$ cat src/rtl/crt_pkg.sv
// Shared CRT timing constants and the fetch FSM encoding, imported by the
// timing generator and the video shifter.
package crt_pkg;
   localparam int H_TOTAL        = 704;
   localparam int V_TOTAL        = 370;
   localparam int H_START        = 15;
   localparam int H_ACTIVE       = 512;
   localparam int V_START        = 29;
   localparam int V_ACTIVE       = 342;
   localparam int WORD_W         = 16;
   localparam int WORDS_PER_LINE = H_ACTIVE / WORD_W;
   localparam int PREFETCH_LEAD  = 32;

   typedef enum logic [1:0] {
      FS_IDLE = 2'd0,
      FS_REQ  = 2'd1,
      FS_WAIT = 2'd2
   } fetch_state_t;

   // Dot at which line prefetch starts. When the lead reaches back past dot 1
   // it wraps onto the tail of the preceding line.
   function automatic int open_dot(int h_start, int lead, int h_total);
      return (h_start > lead) ? (h_start - lead) : (h_start - lead + h_total);
   endfunction
endpackage

$ cat src/rtl/crt_word_fifo.sv
// Two-entry framebuffer word FIFO with synchronous flush; pop on empty is ignored.
module crt_word_fifo (
   input  logic        clk,
   input  logic        rst,
   input  logic        flush,
   input  logic        push,
   input  logic [15:0] push_data,
   input  logic        pop,
   output logic [15:0] head,
   output logic [1:0]  count
);
   import crt_pkg::*;

   logic [1:0][WORD_W-1:0] mem;
   logic                   rd_ptr, wr_ptr;
   logic                   do_push, do_pop;

   assign do_pop  = pop && (count != 2'd0);
   assign do_push = push && ((count != 2'd2) || do_pop);
   assign head    = mem[rd_ptr];

   always_ff @(posedge clk) begin
      if (rst || flush) begin
         rd_ptr <= 1'b0;
         wr_ptr <= 1'b0;
         count  <= 2'd0;
      end else begin
         if (do_push) wr_ptr <= ~wr_ptr;
         if (do_pop)  rd_ptr <= ~rd_ptr;
         count <= count + {1'b0, do_push} - {1'b0, do_pop};
      end
   end

   always_ff @(posedge clk) begin
      if (do_push && !flush) mem[wr_ptr] <= push_data;
   end

   // The fetcher only issues with a free slot and one request in flight.
   a_no_overflow: assert property (@(posedge clk) disable iff (rst)
      !(push && !pop && !flush && count == 2'd2));
endmodule

$ cat src/rtl/crt_video_shifter.sv
// Fetches framebuffer words over a req/ack port ahead of each active line and
// serializes them MSB-first onto the registered video output.
module crt_video_shifter #(
   parameter int          H_START        = crt_pkg::H_START,
   parameter int          H_ACTIVE       = crt_pkg::H_ACTIVE,
   parameter int          V_START        = crt_pkg::V_START,
   parameter int          V_ACTIVE       = crt_pkg::V_ACTIVE,
   parameter int          WORDS_PER_LINE = crt_pkg::WORDS_PER_LINE,
   parameter logic [15:0] BASE_ADDR      = 16'h0000,
   parameter int          PREFETCH_LEAD  = crt_pkg::PREFETCH_LEAD,
   parameter bit          INVERT         = 1'b1
) (
   input  logic        clk_in,
   input  logic        rst,
   input  logic [15:0] h_count,
   input  logic [15:0] v_count,
   output logic        mem_req,
   output logic [15:0] mem_addr,
   input  logic        mem_ack,
   input  logic [15:0] mem_data,
   output logic        video,
   output logic        underrun
);
   import crt_pkg::*;

   localparam int OPEN_DOT  = open_dot(H_START, PREFETCH_LEAD, H_TOTAL);
   localparam bit OPEN_WRAP = (H_START <= PREFETCH_LEAD);
   localparam int H_LAST    = H_START + H_ACTIVE - 1;
   localparam int V_LAST    = V_START + V_ACTIVE - 1;
   localparam int ISS_W     = $clog2(WORDS_PER_LINE + 1);

   fetch_state_t      state, state_nxt;
   logic [ISS_W-1:0]  issued, cur_issued;
   logic [15:0]       line_q, cur_line, tgt_line, fetch_addr;
   logic [16:0]       tgt_v;
   logic              fetch_en, discard, cur_en, cur_room, start_req;
   logic              active_line, active_dot, window_open, tgt_active;
   logic              load_dot, push, pixel;
   logic [3:0]        dot_phase;
   logic [15:0]       fifo_head, load_word, sr, sr_nxt;
   logic [1:0]        fifo_count;

   assign active_line = (v_count >= 16'(V_START)) && (v_count <= 16'(V_LAST));
   assign active_dot  = active_line && (h_count >= 16'(H_START)) && (h_count <= 16'(H_LAST));
   assign dot_phase   = h_count[3:0] - 4'(H_START);
   assign load_dot    = active_dot && (dot_phase == 4'd0);
   assign window_open = (h_count == 16'(OPEN_DOT));

   // A wrapped window opens on the preceding line, so it targets v_count+1.
   assign tgt_v      = {1'b0, v_count} + (OPEN_WRAP ? 17'd1 : 17'd0);
   assign tgt_active = (tgt_v >= 17'(V_START)) && (tgt_v <= 17'(V_LAST));
   assign tgt_line   = tgt_v[15:0] - 16'(V_START);

   // Window open restarts the line this cycle, so the first request needs no extra dot.
   assign cur_en     = window_open ? tgt_active : fetch_en;
   assign cur_issued = window_open ? '0 : issued;
   assign cur_line   = window_open ? tgt_line : line_q;
   assign cur_room   = window_open ? 1'b1 : (fifo_count < 2'd2);
   assign start_req  = cur_en && (cur_issued < ISS_W'(WORDS_PER_LINE)) && cur_room;
   assign fetch_addr = BASE_ADDR + cur_line * 16'(WORDS_PER_LINE) + 16'(cur_issued);

   // A request straddling a window open belongs to the old line; its data is dropped.
   assign push = (state == FS_REQ) && mem_ack && !discard && !window_open;

   always_comb begin
      state_nxt = state;
      mem_req   = 1'b0;
      case (state)
         FS_REQ: begin
            mem_req = 1'b1;
            if (mem_ack) state_nxt = FS_IDLE;
         end
         default: if (start_req) state_nxt = FS_REQ;
      endcase
   end

   always_ff @(posedge clk_in) begin
      if (rst) begin
         state    <= FS_IDLE;
         mem_addr <= '0;
         issued   <= '0;
         line_q   <= '0;
         fetch_en <= 1'b0;
         discard  <= 1'b0;
      end else begin
         state <= state_nxt;
         if (state != FS_REQ && start_req) mem_addr <= fetch_addr;
         if (window_open) begin
            issued   <= '0;
            line_q   <= tgt_line;
            fetch_en <= tgt_active;
         end else if (push) begin
            issued <= issued + ISS_W'(1);
         end
         if (state == FS_REQ && mem_ack)           discard <= 1'b0;
         else if (state == FS_REQ && window_open)  discard <= 1'b1;
      end
   end

   crt_word_fifo u_fifo (
      .clk       (clk_in),
      .rst       (rst),
      .flush     (window_open),
      .push      (push),
      .push_data (mem_data),
      .pop       (load_dot),
      .head      (fifo_head),
      .count     (fifo_count)
   );

   assign load_word = (fifo_count != 2'd0) ? fifo_head : 16'h0000;
   assign sr_nxt    = load_dot ? load_word : (active_dot ? {sr[14:0], 1'b0} : sr);
   assign pixel     = sr_nxt[15];

   always_ff @(posedge clk_in) begin
      if (rst) begin
         sr       <= '0;
         video    <= INVERT;
         underrun <= 1'b0;
      end else begin
         sr    <= sr_nxt;
         video <= active_dot ? (pixel ^ INVERT) : INVERT;
         if (load_dot && fifo_count == 2'd0) underrun <= 1'b1;
      end
   end
endmodule

$ cat config.mk
export PLATFORM = sky130hd
export DESIGN_NAME = crt_video_shifter
export DESIGN_NICKNAME = d
export VERILOG_FILES = /design/src/rtl/crt_pkg.sv /design/src/rtl/crt_word_fifo.sv /design/src/rtl/crt_video_shifter.sv
export SDC_FILE = /design/constraint.sdc
export NUM_CORES = 1
export LEC_CHECK = 0
export ABC_AREA = 0
export CAP_MARGIN = 5
export CORE_UTILIZATION = 35
export DETAILED_ROUTE_END_ITERATION = 10
export DONT_BUFFER_PORTS = 1
export PLACE_DENSITY = 0.48
export REMOVE_ABC_BUFFERS = 1
export SETUP_SLACK_MARGIN = 0.4
export SYNTH_ARGS = -nofsm -noshare
export SYNTH_HDL_FRONTEND = slang
export SYNTH_SLANG_ARGS = --single-unit
$ cat constraint.sdc
create_clock -name clk_in -period 9.3 [get_ports clk_in]
set_clock_uncertainty 0.15 [all_clocks]
set_input_delay 0.465 -clock clk_in [delete_from_list [all_inputs] [get_ports clk_in]]
set_output_delay 0.465 -clock clk_in [all_outputs]
set_load 0.02 [all_outputs]
==> qor.yml, run 1 <==
outcome:
  status: "finished clean"
timing:
  setup_ws_ns: 5.792
  hold_violations: 0
  clock.fmax_mhz: 285.1
  worstMarginPinSlew_ns: 1.014
  final.min_clock_period_ns: 3.508
  rsz0062_at_grt: "false"
  drv_slew: 0
  setup_viol: 0
  relSlewSlack_pct: 32.31
  holdWs_ns: 0.04741
  tns_ns: 0
  timing.final.crit_share_pct: 37.72
place:
  place_hpwl_um: 7091
  dp_slack_ns: 5.401
  port_buffers: 0
  place.gp.congestion: 0.7703
route:
  route.met3.wl_um: 686
  dr.pass1.iters: 4
  drtIter0Drc: 214
  detail-route-antenna-nets: 0
  routedWlPerCell_um: 15.45
  wl_met1_um: 4754
  drt-vias-per-instance: 5.124
  post-route-drc-count: 0
  wl_met2_um: 4414
  highest_layer: "met4"
  routed_wl_um: 9966
  num_vias: 3305
die:
  die_h_um: 116.3
  die-area_sq_mm: 0.01352
  coreArea_sq_mm: 0.01267
  die_x_um: 116.3
  start_util_pct: 36.06
  io_pins: 70
  num_rows: 41
power_and_ir_drop:
  p_per_area_mw_per_mm2: 160.4
  swShare_pct: 21.43
  vdd_drop_max_mv: 0.08118
  seq_power_share_pct: 50.5
  internal_power_mw: 0.6269
  p_leak_nw: 1.591
  p_comb_share_pct: 3.7
  p_sw_mw: 0.1710
  power_mw: 0.7979
  power.share.clock_pct: 45.9
worst_hold_path:
  holdCritStartpoint: "rst"
  hold_path.class: "in -> reg"
global_route:
  antenna_found_initial: 0
  grt_max_degree: 54
  grt_pass1_vias: 3246
  globalRouteTotalUtil_pct: 15.71
  gr-total-overflow: 0
  grt_pass1_wl_um: 16240
run:
  cap_viol_max_count: 0
layout:
  diodes: 0
  fin_util_pct: 39.26
  nNetsFinal: 532
  area_growth_pct: 8.872
  drive_above_1_share_pct: 7.611
  final.fill_count: 1291
worst_setup_path:
  worstPathCellList: "or3_4 > or4_1 > and2_1 > or4_1 > nor2_2 > o31a_2 > and2_1"
  critPathRequiredTime_ns: 9.11
  cp.arrival_ns: 3.32
  crit_path_end_kind: "flip-flop"
  crit_start: "h_count[8]"
  path_max_fanout: 18
  slowest_delay_ns: 0.75
  crit_path_start_kind: "input pin"
  crit_slowest_cell: "or4_1"
  crit_type: "in -> reg"
  reg2reg_from: "state[0]"
synth:
  yosysMostFrequentCell: "nand2_1"
  synthArstFlopShare_pct: 0
  synth-edff-count: 32
  yosysTopAreaCellShare_pct: 24.97
  synth_area_per_cell_sq_um: 9.480
  ys_warn_count: 0
  synth_top_cell_by_area: "dfxtp_1"
  synthTopCellsByArea: "dfxtp_1, edfxtp_1, nand2_1"
  synth_seq_area_share_pct: 46.00
  synth_flop_cell: "dfxtp_1"
  synth.distinct_cells: 65
  synth-seq-cells: 89
  synth_common_cells: "nand2_1, dfxtp_1, nor2_1"
  syn_area_sq_mm: 0.004569
  syn_inst: 482
clocking:
  clk_pin_slew_ns: 0.06
  clockBufferDepth: 2
  clock_latency_ns: 0.34
  tritoncts: "built"
  cts_buffers: 9
  cts_setup_buffers: 0
  htreeDepth: 3
  cts_resized: 0
  cts_hold_buf: 0
  clock_sinks: 89
  clockRootBuffer: "clkbuf_16"
==> layer usage <==
metal / track usage (%) / up-vias
met4: 5.214 / 0
li1: - / 1690
met1: 21.13 / 1532
met2: 24.38 / 75
met3: 4.203 / 8
met5: 0 / -
==> final timing paths <==
kind / endpoint / slack [ns] / cells after the start
max: u_fifo.mem[23] / 5.79 / 7
max reg2reg: u_fifo.mem[23] / 6.47 / 4
min: mem_addr[11] / 0.05 / 1
min reg2reg: sr[3] / 0.30 / 2
==> state kept, by name (all words and copies together) (netlist names), 2 cells and up <==
name	flops
issued	6
u_fifo.count	2
mem_addr	16
u_fifo.mem	32
line_q	11
sr	15
==> power groups by stage <==
| stage | clock network, mW | registers [mW] | logic, mW |
|---|---|---|---|
| 6_report | 0.366 | 0.403 | 0.0294 |
| 5_1_grt | 0.393 | 0.402 | 0.0329 |
| 4_1_cts | 0.377 | 0.402 | 0.0294 |
| 3_5_place_dp | 0 | 0.411 | 0.0290 |
| 3_3_place_gp | 0 | 0.411 | 0.0285 |
| 2_1_floorplan | 0 | 0.411 | 0.0226 |
==> final cells by class <==
cell class | instances | area [sq um] | area share [%]
clock buffer | 10 | 229.0 | 4.603
clock inverter | 6 | 75.07 | 1.509
inverter | 11 | 41.29 | 0.8300
multi-input combinational | 354 | 2290 | 46.03
sequential | 89 | 2102 | 42.25
tap | 172 | 215.2 | 4.326
timing repair buffer | 3 | 22.52 | 0.4527
==> cells in the final DEF, fill, tap and decap left out, drive strengths merged, types with 13 or more instances in the layout <==
master | netlist | layout
nand2 | 72 | 72
dfxtp | 57 | 57
nor2 | 40 | 40
a21oi | 34 | 34
edfxtp | 32 | 32
o21ai | 26 | 26
mux2i | 25 | 25
xnor2 | 17 | 17
inv | 11 | 14
nand3 | 13 | 13
ha | 13 | 13
==> worst max-delay path: cells and delay by family <==
family          cells  cell delay [ns]
compound gates      1             0.19
simple gates        6             2.65
==> through the flow <==
stage | cells | instance area [sq um]
floorplan | 454 | 4433
global placement | 629 | 4671
detailed placement | 629 | 4671
CTS | 645 | 4975
global route | 645 | 4975
finish | 645 | 4975
==> logic make-up after synthesis <==
kind of cell	synth area share, %
AOI/OAI and AO/OA	13.86
xor gates and xnor gates	5.175
adders and majority gates	3.560
buffers and inverters	3.888
DFF	46.00
muxes	5.476
and+or+nand+nor	22.04
No activity file was read; power rests on OpenSTA's default activity.
==> run 2, diff against run 1 <==
PLACE_DENSITY = 0.5   (was 0.48)
clock period = 2.9 ns   (was 9.3 ns; I/O delays follow)
==> run 2 against run 1 <==
Compared with the run above: via count grew 7.6%; cell area rose by 11%; sequential power increased to 3.2 times the previous value; first-iteration DRC count is 23% lower; power increased to 3.3 times the previous value; critical endpoint is now mem_addr[15]; critical path depth grew 3; hold slack got worse by 0.030 ns; combinational power grew to 4.9 times the previous value; largest cell class unchanged; critical path type unchanged.
==> qor.yml, run 2 (synthesized netlist as in run 1, its figures left out) <==
outcome:
  status: "finished clean"
global_route:
  grt_pass1_wl_um: 17120  # +5.4%
  antenna_found_initial: 0  # unchanged
  grt_pass1_vias: 3405  # +4.9%
  gr-total-overflow: 0  # unchanged
  globalRouteTotalUtil_pct: 16.71  # +1.0 points
  grt_max_degree: 53  # -1.9%
worst_setup_path:
  crit_type: "in -> reg"
  cp_top_family: "compound AO/OA/AOI/OAI gates"
  crit_slowest_cell: "or4_1"
  critPathRequiredTime_ns: 2.99  # -6.12 ns
  path_buf_inv: 2  # +2
  worstPathCellList: "inv_1 > buf_4 > ha_1 > a32oi_1 > o211ai_2 > or4_1 > a31oi_2 > nor2_2 > a2111o_1 > o311ai_1"
  slowest_delay_ns: 0.54  # -0.21 ns
  path_max_fanout: 11  # -7
  cp.arrival_ns: 2.59  # -0.73 ns
  crit_path_end_kind: "flip-flop"
  crit_path_start_kind: "input pin"
route:
  dr.pass1.iters: 4  # unchanged
  detail-route-antenna-nets: 0  # unchanged
  routedWlPerCell_um: 15.65  # +1.3%
  drt-vias-per-instance: 5.148  # +0.46%
  routed_wl_um: 10810  # +8.5%
  num_vias: 3557  # +7.6%
  drtIter0Drc: 165  # -23%
  post-route-drc-count: 0  # unchanged
clocking:
  clk_pin_slew_ns: 0.06  # about the same
  clock_sinks: 89  # unchanged
  clockRootBuffer: "clkbuf_16"
  cts_buffers: 9  # unchanged
  htreeDepth: 3  # unchanged
  clockBufferDepth: 2  # unchanged
  tritoncts: "built"
  clock_latency_ns: 0.34  # about the same
timing:
  final.min_clock_period_ns: 2.500
  rsz0062_at_grt: "true"
  drv_slew: 0  # unchanged
  clock.fmax_mhz: 399.9
  hold_violations: 0  # unchanged
  setup_viol: 0  # unchanged
  timing.final.crit_share_pct: 86.22
  worstMarginPinSlew_ns: 0.5238  # -0.4902 ns
  relSlewSlack_pct: 64.71  # +32 points
  setup_ws_ns: 0.3996  # -5.393 ns
layout:
  nNetsFinal: 578  # +8.6%
  diodes: 0  # unchanged
  area_growth_pct: 20.43
  mostFrequentLayoutCells: "nand2_1, dfxtp_1, nor2_1, a21oi_1, edfxtp_1"
  reg_top3: "u_fifo.mem: 32 flops, mem_addr: 16 flops, sr: 15 flops"
  top_register: "u_fifo.mem"
  largest_register_ffs: 32  # unchanged
  fin_cells: 691  # +7.1%
  layout_commonest_cell: "nand2_1"
  drive_above_1_share_pct: 15.61  # +8.0 points
  final.fill_count: 1258  # -2.6%
die:
  num_rows: 41  # unchanged
  start_util_pct: 36.06  # unchanged
  die_x_um: 116.3  # unchanged
  die_h_um: 116.3  # unchanged
  die-area_sq_mm: 0.01352  # unchanged
  coreArea_sq_mm: 0.01267  # unchanged
  io_pins: 70  # unchanged
worst_hold_path:
  hold_path.class: "in -> reg"
power_and_ir_drop:
  p_per_area_mw_per_mm2: 479.3  # +200%
  vdd_drop_max_mv: 0.2667  # +230%
  p_leak_nw: 1.844  # +16%
place:
  place_hpwl_um: 7604  # +7.2%
  place.gp.congestion: 0.7939  # +3.1%
  port_buffers: 0  # unchanged
  dp.cells: 653  # +3.8%
  dp_slack_ns: 0.02135  # -5.380 ns
run:
  cap_viol_max_count: 0  # unchanged
==> run 2: worst paths after layout <==
kind | start | to | slack, ns | cells after the start
worst max-delay path | v_count[0] | mem_addr[15] | 0.40 | 10
worst min-delay path | mem_ack | issued[0] | 0.02 | 4
worst min register to register | sr[3] | sr[3] | 0.30 | 2
worst max register to register | issued[5] | mem_addr[12] | 0.93 | 7
==> run 2: worst register-to-register path, stage by stage, from the launching register on <==
cell and delay, ns:
dfxtp_1 0.38, and2_1 0.14, ha_1 0.16, o21ai_0 0.20, or3_1 0.37, or3_1 0.31
nand3_1 0.09, a21oi_1 0.06
==> run 2: area by class of cell <==
class                      instances  area (sq um)  area share, %
timing repair buffer              49         465.4          8.458
clock inverter                     6         72.57          1.319
sequential                        89          2102          38.20
inverter                          11         41.29         0.7503
clock buffer                      10         239.0          4.343
multi-input combinational        354          2367          43.02
tap                              172         215.2          3.911
==> run 2: per-stage QoR <==
step	TNS [ns]	util [%]	power [mW]	hold WS [ns]	area, sq um
after floorplan	-12.95	-	1.391	0.05965	4433
after global placement	0	38.58	1.416	0.06935	4888
after detailed placement	0	38.58	1.417	0.07104	4888
after CTS	0	42.73	2.667	0.05584	5414
after global routing	0	43.43	2.720	0.04545	5503
final	0	43.43	2.637	0.01745	5503
==> run 2: what timing repair did <==
action | 4_1_cts | 5_1_grt
pin swaps | 0 | 2
setup endpoints to repair | 1 | 34
resized for setup | 1 | 19
hold buffers | 20 | 0
buffers inserted | 0 | 2
endpoints found under the hold margin | 79 | 0
==> run 2: power breakdown <==
group	leakage (nW)	switching (mW)	internal [mW]	total (mW)
Sequential	0.746	0.00000130	1.29	1.29
Combinational	0.947	0.0815	0.0634	0.145
Clock	0.150	0.500	0.702	1.20
==> run 2: layer usage <==
metal	vias up	share of wire [%]	track usage [%]	wire (um)
met1	1683	49	22.72	5259
met3	10	4.8	3.217	517
li1	1785	-	-	-
met5	-	0	0	0
met2	79	45	26.19	4881
met4	0	1.4	6.410	155
==> run 3, diff against run 2 <==
CORE_MARGIN = 5   (was default)
==> run 3 against run 2 <==
Compared with the run above: routed wire length fell by 0.40%; cell area rose by 2.2%; fmax rose by 1.6%; cell count rose by 2.2%; clock-buffer cell count did not move; critical path type unchanged; largest power group unchanged.
==> qor.yml, run 3 (synthesized netlist as in run 1, its figures left out) <==
outcome:
  status: "finished clean"
worst_hold_path:
  hold_path.class: "in -> reg"
  holdPathStages: 4  # unchanged
  holdCritStartpoint: "mem_ack"
  hold-path-endpoint: "issued[0]"
global_route:
  grt_pass1_wl_um: 17520  # +2.3%
  grt_max_degree: 54  # +1.9%
  gr-total-overflow: 0  # unchanged
  antenna_found_initial: 0  # unchanged
  grt_pass1_vias: 3442  # +1.1%
  globalRouteTotalUtil_pct: 13.80  # -2.9 points
timing:
  rsz0062_at_grt: "true"
  relSlewSlack_pct: 65.93  # +1.2 points
  timing.final.crit_share_pct: 84.86  # -1.4 points
  drv_slew: 0  # unchanged
  final.min_clock_period_ns: 2.461  # -0.03934 ns
  setup_viol: 0  # unchanged
  clock.fmax_mhz: 406.3  # +1.6%
  tns_ns: 0  # unchanged
  worstMarginPinSlew_ns: 0.5082  # -0.01558 ns
  hold_violations: 0  # unchanged
  setup_ws_ns: 0.4390  # +0.03934 ns
route:
  post-route-drc-count: 0  # unchanged
  wl_met1_um: 5086  # -3.3%
  routed_wl_um: 10770  # -0.40%
  routedWlPerCell_um: 15.26  # -2.5%
  route.met3.wl_um: 783  # +51%
  drtIter0Drc: 220  # +33%
  detail-route-antenna-nets: 0  # unchanged
  wl_met2_um: 4740  # -2.9%
  highest_layer: "met4"
  drt-vias-per-instance: 5.075  # -1.4%
  dr.pass1.iters: 4  # unchanged
  num_vias: 3583  # +0.73%
layout:
  area_growth_pct: 23.08
  layout_commonest_cell: "nand2_1"
  reg_top3: "u_fifo.mem: 32 flops, mem_addr: 16 flops, sr: 15 flops"
  top_register: "u_fifo.mem"
  drive_above_1_share_pct: 14.42  # -1.2 points
  nNetsFinal: 593  # +2.6%
  largest_register_ffs: 32  # unchanged
  mostFrequentLayoutCells: "nand2_1, dfxtp_1, nor2_1"
  diodes: 0  # unchanged
  fin_cells: 706  # +2.2%
  fin_util_pct: 44.21  # +0.78 points
worst_setup_path:
  worstPathCellList: "or3_4 > or4_4 > and2_4 > or4_4 > nor3_4 > ha_1 > inv_1 > ha_1 > xnor2_1 > xnor2_1 > nor2_1"
  cp.arrival_ns: 2.53  # -0.06 ns
  reg2reg_from: "u_fifo.rd_ptr"
  crit_slowest_cell: "or4_4"
  critPathRequiredTime_ns: 2.96  # -0.03 ns
  r2r-end: "sr[0]"
  ff2ff_path_depth: 6  # -1
  path_max_fanout: 4  # -7
  slowest_delay_ns: 0.47  # -0.07 ns
  crit_path_end_kind: "flip-flop"
  crit_type: "in -> reg"
  crit_path_start_kind: "input pin"
  reg2reg_slack_ns: 0.79  # -0.14 ns
power_and_ir_drop:
  vdd_drop_max_mv: 0.2719  # +2.0%
  p_per_area_mw_per_mm2: 457.4  # -4.6%
  p_leak_nw: 1.952  # +5.9%
  power_mw: 2.573  # -2.5%
die:
  num_rows: 41  # unchanged
  io_pins: 70  # unchanged
  coreArea_sq_mm: 0.01272  # +0.40%
  die_h_um: 124.3  # +6.9%
  die_x_um: 124.3  # +6.9%
  start_util_pct: 35.92  # -0.15 points
  die-area_sq_mm: 0.01544  # +14%
place:
  dp_slack_ns: -0.01125  # -0.03260 ns
  place_hpwl_um: 7646  # +0.55%
  dp.cells: 653  # unchanged
  place.gp.congestion: 0.8382  # +5.6%
  port_buffers: 0  # unchanged
clocking:
  tritoncts: "built"
  htreeDepth: 3  # unchanged
  clock_sinks: 89  # unchanged
  clock_latency_ns: 0.34  # about the same
  clk_pin_slew_ns: 0.06  # about the same
  clockBufferDepth: 2  # unchanged
  cts_buffers: 9  # unchanged
  clockRootBuffer: "clkbuf_16"
run:
  cap_viol_max_count: 0  # unchanged
## run 3: report_power, final
| group | switching, mW | internal, mW | total [mW] |
|---|---|---|---|
| logic | 0.0746 | 0.0625 | 0.137 |
| registers | 0.00000130 | 1.29 | 1.29 |
| clock network | 0.472 | 0.672 | 1.14 |
## run 3: per-stage QoR
step | hold slack (ns) | instance area [sq um]
2_1_floorplan | 0.05965 | 4433
3_3_place_gp | 0.06910 | 4888
3_5_place_dp | 0.07051 | 4888
4_1_cts | -0.2953 | 5527
5_1_grt | 0.05092 | 5624
6_report | 0.02562 | 5624
## run 3: critical path: cells and delay by family
family / cells / cell delay (ns)
buf+inv: 1 / 0.05
fa+ha+maj: 2 / 0.40
xor+xnor: 2 / 0.28
simple gates: 6 / 1.64
## run 3: how the worst max path moves through the flow
stage	startpoint	to	slack, ns	depth (start not counted)
floorplan	h_count[8]	u_fifo.mem[0]	-0.56	7
global placement	h_count[8]	u_fifo.count[1]	0.05	11
detailed placement	h_count[8]	u_fifo.count[1]	-0.01	11
CTS	h_count[8]	mem_addr[12]	0.40	10
global route	h_count[8]	mem_addr[15]	0.34	12
finish	h_count[8]	u_fifo.count[1]	0.44	11
## run 3: routing by layer
layer	up-vias	GRT usage, %
met4	0	4.513
met1	1685	18.67
met2	70	20.42
li1	1816	-
met5	-	0
met3	12	5.017
## run 3: area by class of cell
cell class              count  area, sq um
well taps                 172        215.2
clock buffers              10        229.0
inverters                  11        41.29
fillers                  1271         7098
clock inverters             6        65.06
repair buffers             64        615.6
multi-input cells         354         2356
flip-flops and latches     89         2102
## run 3: what timing repair did
item | 4_1_cts | 5_1_grt
gates cloned | 0 | 1
setup buffers | 0 | 3
hold buffers | 34 | 3
pin swaps | 0 | 3
gates resized for setup | 2 | 17
endpoints found under the setup margin | 19 | 39
hold endpoints to repair | 79 | 33
